File: src/rtl/button_bank.sv
// button_bank -- bank of debounced push-button channels on the system clock.
//
// Each channel passes through a two-flop synchroniser and is then debounced
// on a shared sample tick from a prescaler. A channel's clean level flips only
// after STABLE_SAMPLES consecutive ticks that disagree with it. Registered
// press/release pulses mark each flip. An optional auto-repeat pulse fires
// while the key is held.
//
// Optional feature: define BUTTON_BANK_REPEAT_EN to build the repeat counters.
// When it is undefined, repeat_o is tied to 0.
//
// Ports:
//   clk         system clock, all state on the rising edge
//   rst         synchronous active-high reset
//   btn_i       raw asynchronous button levels, 1 = pressed
//   btn_o       debounced level
//   press_o     one-cycle pulse on debounced 0->1
//   release_o   one-cycle pulse on debounced 1->0
//   repeat_o    one-cycle auto-repeat pulse while held
//   any_press_o OR of press_o, same cycle
module button_bank #(
    parameter int CHANNELS       = 5,
    parameter int SAMPLE_DIV     = 100000,
    parameter int STABLE_SAMPLES = 4,
    parameter int REPEAT_DELAY   = 50,
    parameter int REPEAT_RATE    = 10
) (
    input  logic                clk,
    input  logic                rst,
    input  logic [CHANNELS-1:0] btn_i,
    output logic [CHANNELS-1:0] btn_o,
    output logic [CHANNELS-1:0] press_o,
    output logic [CHANNELS-1:0] release_o,
    output logic [CHANNELS-1:0] repeat_o,
    output logic                any_press_o
);

    localparam int DIV_W = (SAMPLE_DIV > 1) ? $clog2(SAMPLE_DIV) : 1;
    localparam int CNT_W = $clog2(STABLE_SAMPLES + 1);

    localparam logic [DIV_W-1:0] DIV_LAST = DIV_W'(SAMPLE_DIV - 1);
    localparam logic [DIV_W-1:0] DIV_ONE  = DIV_W'(1);
    localparam logic [CNT_W-1:0] CNT_LAST = CNT_W'(STABLE_SAMPLES - 1);
    localparam logic [CNT_W-1:0] CNT_ONE  = CNT_W'(1);

    logic [CHANNELS-1:0] sync_p0;
    logic [CHANNELS-1:0] sync_p1;
    logic [DIV_W-1:0]    div_cnt;
    logic                tick;

    logic [CNT_W-1:0]    cnt     [CHANNELS];
    logic [CNT_W-1:0]    cnt_nxt [CHANNELS];
    logic [CHANNELS-1:0] level_nxt;
    logic [CHANNELS-1:0] rise_nxt;
    logic [CHANNELS-1:0] fall_nxt;

    // Stage p0/p1: metastability synchroniser
    always_ff @(posedge clk) begin
        if (rst) begin
            sync_p0 <= '0;
            sync_p1 <= '0;
        end else begin
            sync_p0 <= btn_i;
            sync_p1 <= sync_p0;
        end
    end

    // Shared sample prescaler; with SAMPLE_DIV=1 it sits at 0 and ticks every cycle
    assign tick = (div_cnt == DIV_LAST);

    always_ff @(posedge clk) begin
        if (rst) begin
            div_cnt <= '0;
        end else if (tick) begin
            div_cnt <= '0;
        end else begin
            div_cnt <= div_cnt + DIV_ONE;
        end
    end

    // Debounce decision: one agreeing sample clears a pending flip
    always_comb begin
        cnt_nxt   = cnt;
        level_nxt = btn_o;
        for (int i = 0; i < CHANNELS; i++) begin
            if (tick) begin
                if (sync_p1[i] == btn_o[i]) begin
                    cnt_nxt[i] = '0;
                end else if (cnt[i] == CNT_LAST) begin
                    level_nxt[i] = ~btn_o[i];
                    cnt_nxt[i]   = '0;
                end else begin
                    cnt_nxt[i] = cnt[i] + CNT_ONE;
                end
            end
        end
        rise_nxt = level_nxt & ~btn_o;
        fall_nxt = ~level_nxt & btn_o;
    end

    // Stage p2: registered level and edge pulses
    always_ff @(posedge clk) begin
        if (rst) begin
            btn_o       <= '0;
            press_o     <= '0;
            release_o   <= '0;
            any_press_o <= 1'b0;
            for (int i = 0; i < CHANNELS; i++) begin
                cnt[i] <= '0;
            end
        end else begin
            btn_o       <= level_nxt;
            press_o     <= rise_nxt;
            release_o   <= fall_nxt;
            any_press_o <= |rise_nxt;
            cnt         <= cnt_nxt;
        end
    end

`ifdef BUTTON_BANK_REPEAT_EN
    localparam int RCNT_W = $clog2(REPEAT_DELAY + 1);
    localparam logic [RCNT_W-1:0] RCNT_FIRE   = RCNT_W'(REPEAT_DELAY);
    localparam logic [RCNT_W-1:0] RCNT_ONE    = RCNT_W'(1);
    localparam logic [RCNT_W-1:0] RCNT_RELOAD =
        RCNT_W'((REPEAT_DELAY > REPEAT_RATE) ? (REPEAT_DELAY - REPEAT_RATE) : 0);

    logic [RCNT_W-1:0]   rcnt     [CHANNELS];
    logic [RCNT_W-1:0]   rcnt_nxt [CHANNELS];
    logic [CHANNELS-1:0] rep_nxt;

    // The counter never holds REPEAT_DELAY itself. The tick that would reach it
    // fires and reloads instead, so pulses land exactly at DELAY, DELAY+RATE, ...
    // Any flip (press or release) or a released key clears it, so a repeat
    // never shares a cycle with press_o.
    always_comb begin
        rcnt_nxt = rcnt;
        rep_nxt  = '0;
        for (int i = 0; i < CHANNELS; i++) begin
            if (tick) begin
                if (!btn_o[i] || (level_nxt[i] != btn_o[i])) begin
                    rcnt_nxt[i] = '0;
                end else if ((rcnt[i] + RCNT_ONE) == RCNT_FIRE) begin
                    rep_nxt[i]  = 1'b1;
                    rcnt_nxt[i] = RCNT_RELOAD;
                end else begin
                    rcnt_nxt[i] = rcnt[i] + RCNT_ONE;
                end
            end
        end
    end

    always_ff @(posedge clk) begin
        if (rst) begin
            repeat_o <= '0;
            for (int i = 0; i < CHANNELS; i++) begin
                rcnt[i] <= '0;
            end
        end else begin
            repeat_o <= rep_nxt;
            rcnt     <= rcnt_nxt;
        end
    end
`else
    assign repeat_o = '0;
`endif

endmodule

File: config.mk
export PLATFORM = sky130hd
export DESIGN_NAME = button_bank
export DESIGN_NICKNAME = d
export VERILOG_FILES = /design/src/rtl/button_bank.sv
export SDC_FILE = /design/constraint.sdc
export NUM_CORES = 1
export LEC_CHECK = 0
export BUFFER_PORTS_ARGS = -buffer_cell sky130_fd_sc_hd__buf_2
export CAP_MARGIN = 25
export CELL_PAD_IN_SITES_DETAIL_PLACEMENT = 2
export CELL_PAD_IN_SITES_GLOBAL_PLACEMENT = 2
export CORE_MARGIN = 4
export CORE_UTILIZATION = 30
export DETAILED_ROUTE_END_ITERATION = 10
export PLACE_DENSITY = 0.66
export SLEW_MARGIN = 10
export SYNTH_ARGS = -nofsm -noshare
export SYNTH_HDL_FRONTEND = slang
export SYNTH_SLANG_ARGS = --single-unit
File: constraint.sdc
create_clock -name clk -period 3.8 [get_ports clk]
set_clock_uncertainty 0.05 [all_clocks]
set_input_delay 0.95 -clock clk [delete_from_list [all_inputs] [get_ports clk]]
set_output_delay 0.95 -clock clk [all_outputs]
set_load 0.05 [all_outputs]
# == After elaboration in Yosys (flattened, before gate mapping) ==
# Cells that the tools add are included.
# word_totals
reg_bits,58
out_inout_bits,21
elab_cells,65
# classes
addsub,6
eq_ne,11
muxes,25
bitwise_logic,9
n_reduce_logical,2
# op_table
op,n
2-to-1 mux 3 bit,10
adder 17 x 1 -> 17 bit (second input constant),1
equality test 17 bit (second input constant),1
adder 3 x 1 -> 3 bit (second input constant),5
equality test 3 x 2 -> 1 bit (second input constant),5
2-to-1 mux 1 bit,15
bitwise AND 5 bit,2
NOT 5 bit,2
equality test 1 bit,5
NOT 1 bit,5
OR reduction 5 bit,1
OR reduction 2 bit,1

# == Longest topological paths before layout ==
# logic_depth
depth_word,6
mapped_depth,7

# == Least setup slack after synthesis ==
# Ideal clock, no wire load.
# synth_path
path_kind,register to register
start,reg div_cnt[0]
end,reg press_o[0]
setup_time_ps,87
t_arrival_ps,2004
t_required_ps,3663
path_slack_ps,1659
stages_incl_launch_ff,8
period_less_slack_ps,2141
cell_sequence,dfxtp_1 ha_1 nand3_1 or4_1 buf_2 or3_4 buf_6 nor4b_4
# synth_between
elab_chain_cells,3
# synth_lines
element,line_no,source
"start, declared",48,logic [DIV_W-1:0] div_cnt;
"start signal, assigned",77,div_cnt <= div_cnt + DIV_ONE;
equality test 17 bit,69,assign tick = (div_cnt == DIV_LAST);
2-to-1 mux 1 bit,86,if (tick) begin
bitwise AND 5 bit,97,rise_nxt = level_nxt & ~btn_o;
"end signal, assigned",113,press_o <= rise_nxt;
"end, declared",32,"output logic [CHANNELS-1:0] press_o,"
# Every way passes these cells.
# A chain may end at the register's enable or synchronous reset.

# == Worst setup path after layout ==
# layout_path
start,reg div_cnt[0]
end,reg cnt[3] (netlist name)
# layout_between
elab_chain_cells,1
# layout_lines
element,line_no,source
equality test 17 bit,69,
"end signal, assigned",116,cnt <= cnt_nxt;
"end, declared",51,logic [CNT_W-1:0] cnt [CHANNELS];
# Every way passes these cells.

==> metrics list <==
- The run finished with clean final reports.
- Sorting the synthesized cells by area gives the leading types as dfxtp_1 (47%), xnor2_1 (6.0%), nor2_1 (4.8%), nor2b_1 (4.0%), nand4_1 (3.5%).
* Unique cell type count in the Yosys netlist: 37
- Required time at the worst-slack endpoint: between 3 and 4 ns
- Total vias in the final route: between 1500 and 2000
* Inserted Clock Buffers: 9
- The final count of hold timing violations was 0.
- The number of antenna violations at the first check in global routing is 0.
- Average wire per cell in the routed design: between 15 and 20 um
- The first global-routing pass estimated 10400 um of wire.
- In this run, synthesis inferred 0 flip-flops with an integrated enable.
- Total clock sinks: 58
* Cells on Worst Hold Path: 1
- Leakage Power: around 1.0 nW
- Async S/R FF share, synth: 0
- In the global route stage, overall resource usage came out at 0.136.
- For this run, the share of the core covered by cells in the final layout is 0.364.
- Dpl hpwl: between 4000 and 5000 um
- In this run the number of H-tree levels came out at 3.
- Of the total power, the clock network draws 0.471.
- In the synthesized netlist the dominant register cell turns out to be dfxtp_1.
* Sw frac: 0.241
- In the finished design, the share of the clock period the worst path needs comes to 0.648.
- In the routed design, unresolved DRC markers number 0.
- Placer's final routability congestion estimate: approximately 0.70
* Share of the synthesized area in the top cell type: 0.468
* Source-to-sink clock delay at the later pin of the worst-skew pair: around 0.35 ns
* Per-cell via count in the routed design: 4.91
* Part of the power in combinational logic: 0.030
* CP arrival: ~2.6 ns
- The first detailed-routing pass ran for 4 iterations.
* Placeable core area: ~7900 um2
- STA classifies the critical path endpoint as a flop.
- Sort of element at the start of the critical path: flop
- In this run, post-CTS hold repair placed 0 buffers.
* Initial Util: 0.315
- Synthesis produced a netlist whose cell count is 262.
- The repair_antennas step left the layout with diodes totalling 0.
- The number of global-route vias before repair came to approximately 2100.
- Each instance of the synthesized netlist takes up on average approximately 9.5 um2.
- Across all register-to-register paths, the minimum setup slack is 1.34 ns.
- In this run the most critical hold path is launched from sync_p0[4].
* Synthesized cell area: 2480 um2
- Post-cts resize count: 0
* Post-CTS setup-driven buffer insertion count: 0
- Once detail routing completed, the nets flagged for antenna violations numbered 0.
- Internal power comes to around 0.00095 W.
- The die covers 9800 um2.
- After the last flow step, the layout net total stands at between 200 and 300.
* IO buf count: 22
- In the final layout, the share of cells above drive strength 1 is 0.190.
- Power spread over the standard cell area amounts to around 430 nW/um2.
- Setup repair after global routing missed its margin: no
- Net switching power of the design: around 0.00030 W
- In this run the worst hold path is classified as flop to flop.
- Sequential share of power: 0.499
- Worst-case hold path end point: sync_p1[4]
- Signed area change from the synthesized netlist to the final layout: 15.7%
- Worst reg2reg path endpoint: cnt[3]
* Yosys warns: 0
- Die H: 99.0 um
- The smallest clock period supported by the final layout is computed as 2.46 ns.
- Total negative slack: 0 ns
* Pin count of the biggest net entering global routing: 34
- Detailed Route WL: just over 6000 um
* Number of maximum-capacitance violations: 0
- Cell at the root of the clock tree: clkbuf_8
- Setup violations remaining at the end of the flow were counted as 0.
- The share of the Yosys chip area taken by registers is 0.468.
* Logic depth of the worst register-to-register path: 5
- In this run the critical register-to-register path is launched from div_cnt[0].
- Based on the critical path, the design can be clocked at up to around 400 MHz.
* Worst vdd rail ir drop: 0.201 mV
- The synthesized design spends more area on one cell type than any other, namely dfxtp_1.
* Worst Max-Slew Pin Slew: 0.838 ns
- Floorplan row count: 32
- After the first detailed-routing iteration, the DRC count stood at 30.
- Highest fanout seen on the critical path: 17
- In this run the deepest clock path goes through 2 buffers.
* Fin. max-slew vios: 0
* Overall die width: a little under 100 um
- The critical path is of the flop to flop type.
* Top-Level Pins: 28
- Flip-flop and latch count after synthesis: a little under 60
* Rel. slew slack: 0.437
- Global routing finished with a remaining overflow of 0.
- TritonCTS built the clock tree.
- Post-CTS clock slew at the launch and capture registers of the worst setup and hold paths: 0.07 ns
[state kept, by name, indices dropped and copies added (netlist names)]
| register | count |
|---|---|
| div_cnt | 17 |
| cnt | 15 |
| btn_o | 5 |
| press_o | 5 |
| release_o | 5 |
| sync_p0 | 5 |
| sync_p1 | 5 |
| any_press_o | 1 |
[critical path, cell delays in order, from the launching register on]
cell	delay, ns
dfxtp_1	0.35
ha_1	0.27
nand3_1	0.18
or4_1	0.67
o21bai_2	0.65
mux2i_1	0.15
[power groups by stage]
stage               registers (W)  clock network, W  logic (W)
finish                   0.000622          0.000587  0.0000373
global route             0.000622          0.000637  0.0000416
CTS                      0.000622          0.000606  0.0000384
detailed placement       0.000636                 0  0.0000380
global placement         0.000635                 0  0.0000378
floorplan                0.000634                 0  0.0000338
[placed cells by master (no fill, tap or decap), types with 6 or more instances in the layout]
master and n:
nor2_1 32, o21ai_0 9, nand2b_1 6, dfxtp_1 58
xnor2_1 17, clkbuf_8 10, a21oi_1 13, nand3_1 7
inv_1 7, nor2b_1 16, ha_1 6, nand4_1 14
buf_2 22, nor3_1 10
[per-layer routing]
layer  vias up  part of all wire  track usage
met5         -                 0            0
met4         0             0.016       0.0567
met3         8             0.041       0.0446
met2        28              0.47        0.217
met1       933              0.47        0.168
li1        957                 -            -
[final cells by class]
| class | count | area (um2) |
|---|---|---|
| fillers | 919 | 5010 |
| multi-input cells | 185 | 1230 |
| flip-flops and latches | 58 | 1160 |
| clock buffers | 10 | 138 |
| well taps | 102 | 128 |
| repair buffers | 24 | 125 |
| clock inverters | 6 | 66.3 |
| inverters | 7 | 26.3 |
[cell families after synthesis]
| kind of cell | Yosys count | synth area share |
|---|---|---|
| buffers and inverters | 23 | 0.0458 |
| DFF | 58 | 0.468 |
| and+or+nand+nor | 122 | 0.306 |
| muxes | 1 | 0.00403 |
| xor gates and xnor gates | 20 | 0.0705 |
| other | 1 | 0.00151 |
| adders and majority gates | 6 | 0.0302 |
| AOI/OAI and AO/OA | 31 | 0.0741 |
[cells in the mapped netlist (3+ instances only)]
cell	count
dfxtp_1	58
nor2_1	32
xnor2_1	17
nor2b_1	16
nand4_1	14
a21oi_1	13
nor3_1	11
clkbuf_1	9
o21ai_0	9
inv_1	7
nand3_1	7
ha_1	6
nand2b_1	6
buf_4	5
nor3b_1	5
nor4_1	5
a31o_2	4
nand4b_1	4
nor4_2	4
a31oi_1	3
nand2_1	3
xor2_1	3
[metrics by stage]
| stage | hold slack (ns) | std cells | setup WS [ns] | total power [W] | cell area (um2) |
|---|---|---|---|---|---|
| 2_1_floorplan | 0.364 | 266 | 1.66 | 0.000668 | 2500 |
| 3_3_place_gp | 0.368 | 376 | 1.39 | 0.000673 | 2670 |
| 3_5_place_dp | 0.380 | 376 | 1.29 | 0.000674 | 2670 |
| 4_1_cts | 0.397 | 392 | 1.28 | 0.00127 | 2870 |
| 5_1_grt | 0.417 | 392 | 1.08 | 0.00130 | 2870 |
| 6_report | 0.392 | 392 | 1.34 | 0.00125 | 2870 |
[how the worst max path moves through the flow]
stage          startpoint    endpoint  slack (ns)  depth (start not counted)
2_1_floorplan  div_cnt[0]  press_o[0]        1.66                          7
3_3_place_gp   div_cnt[0]      cnt[3]        1.39                          5
3_5_place_dp   div_cnt[0]      cnt[3]        1.29                          5
4_1_cts        div_cnt[0]      cnt[3]        1.28                          5
5_1_grt        div_cnt[0]      cnt[3]        1.08                          5
6_report       div_cnt[0]      cnt[3]        1.34                          5
Power figures use the tool's default switching activity.
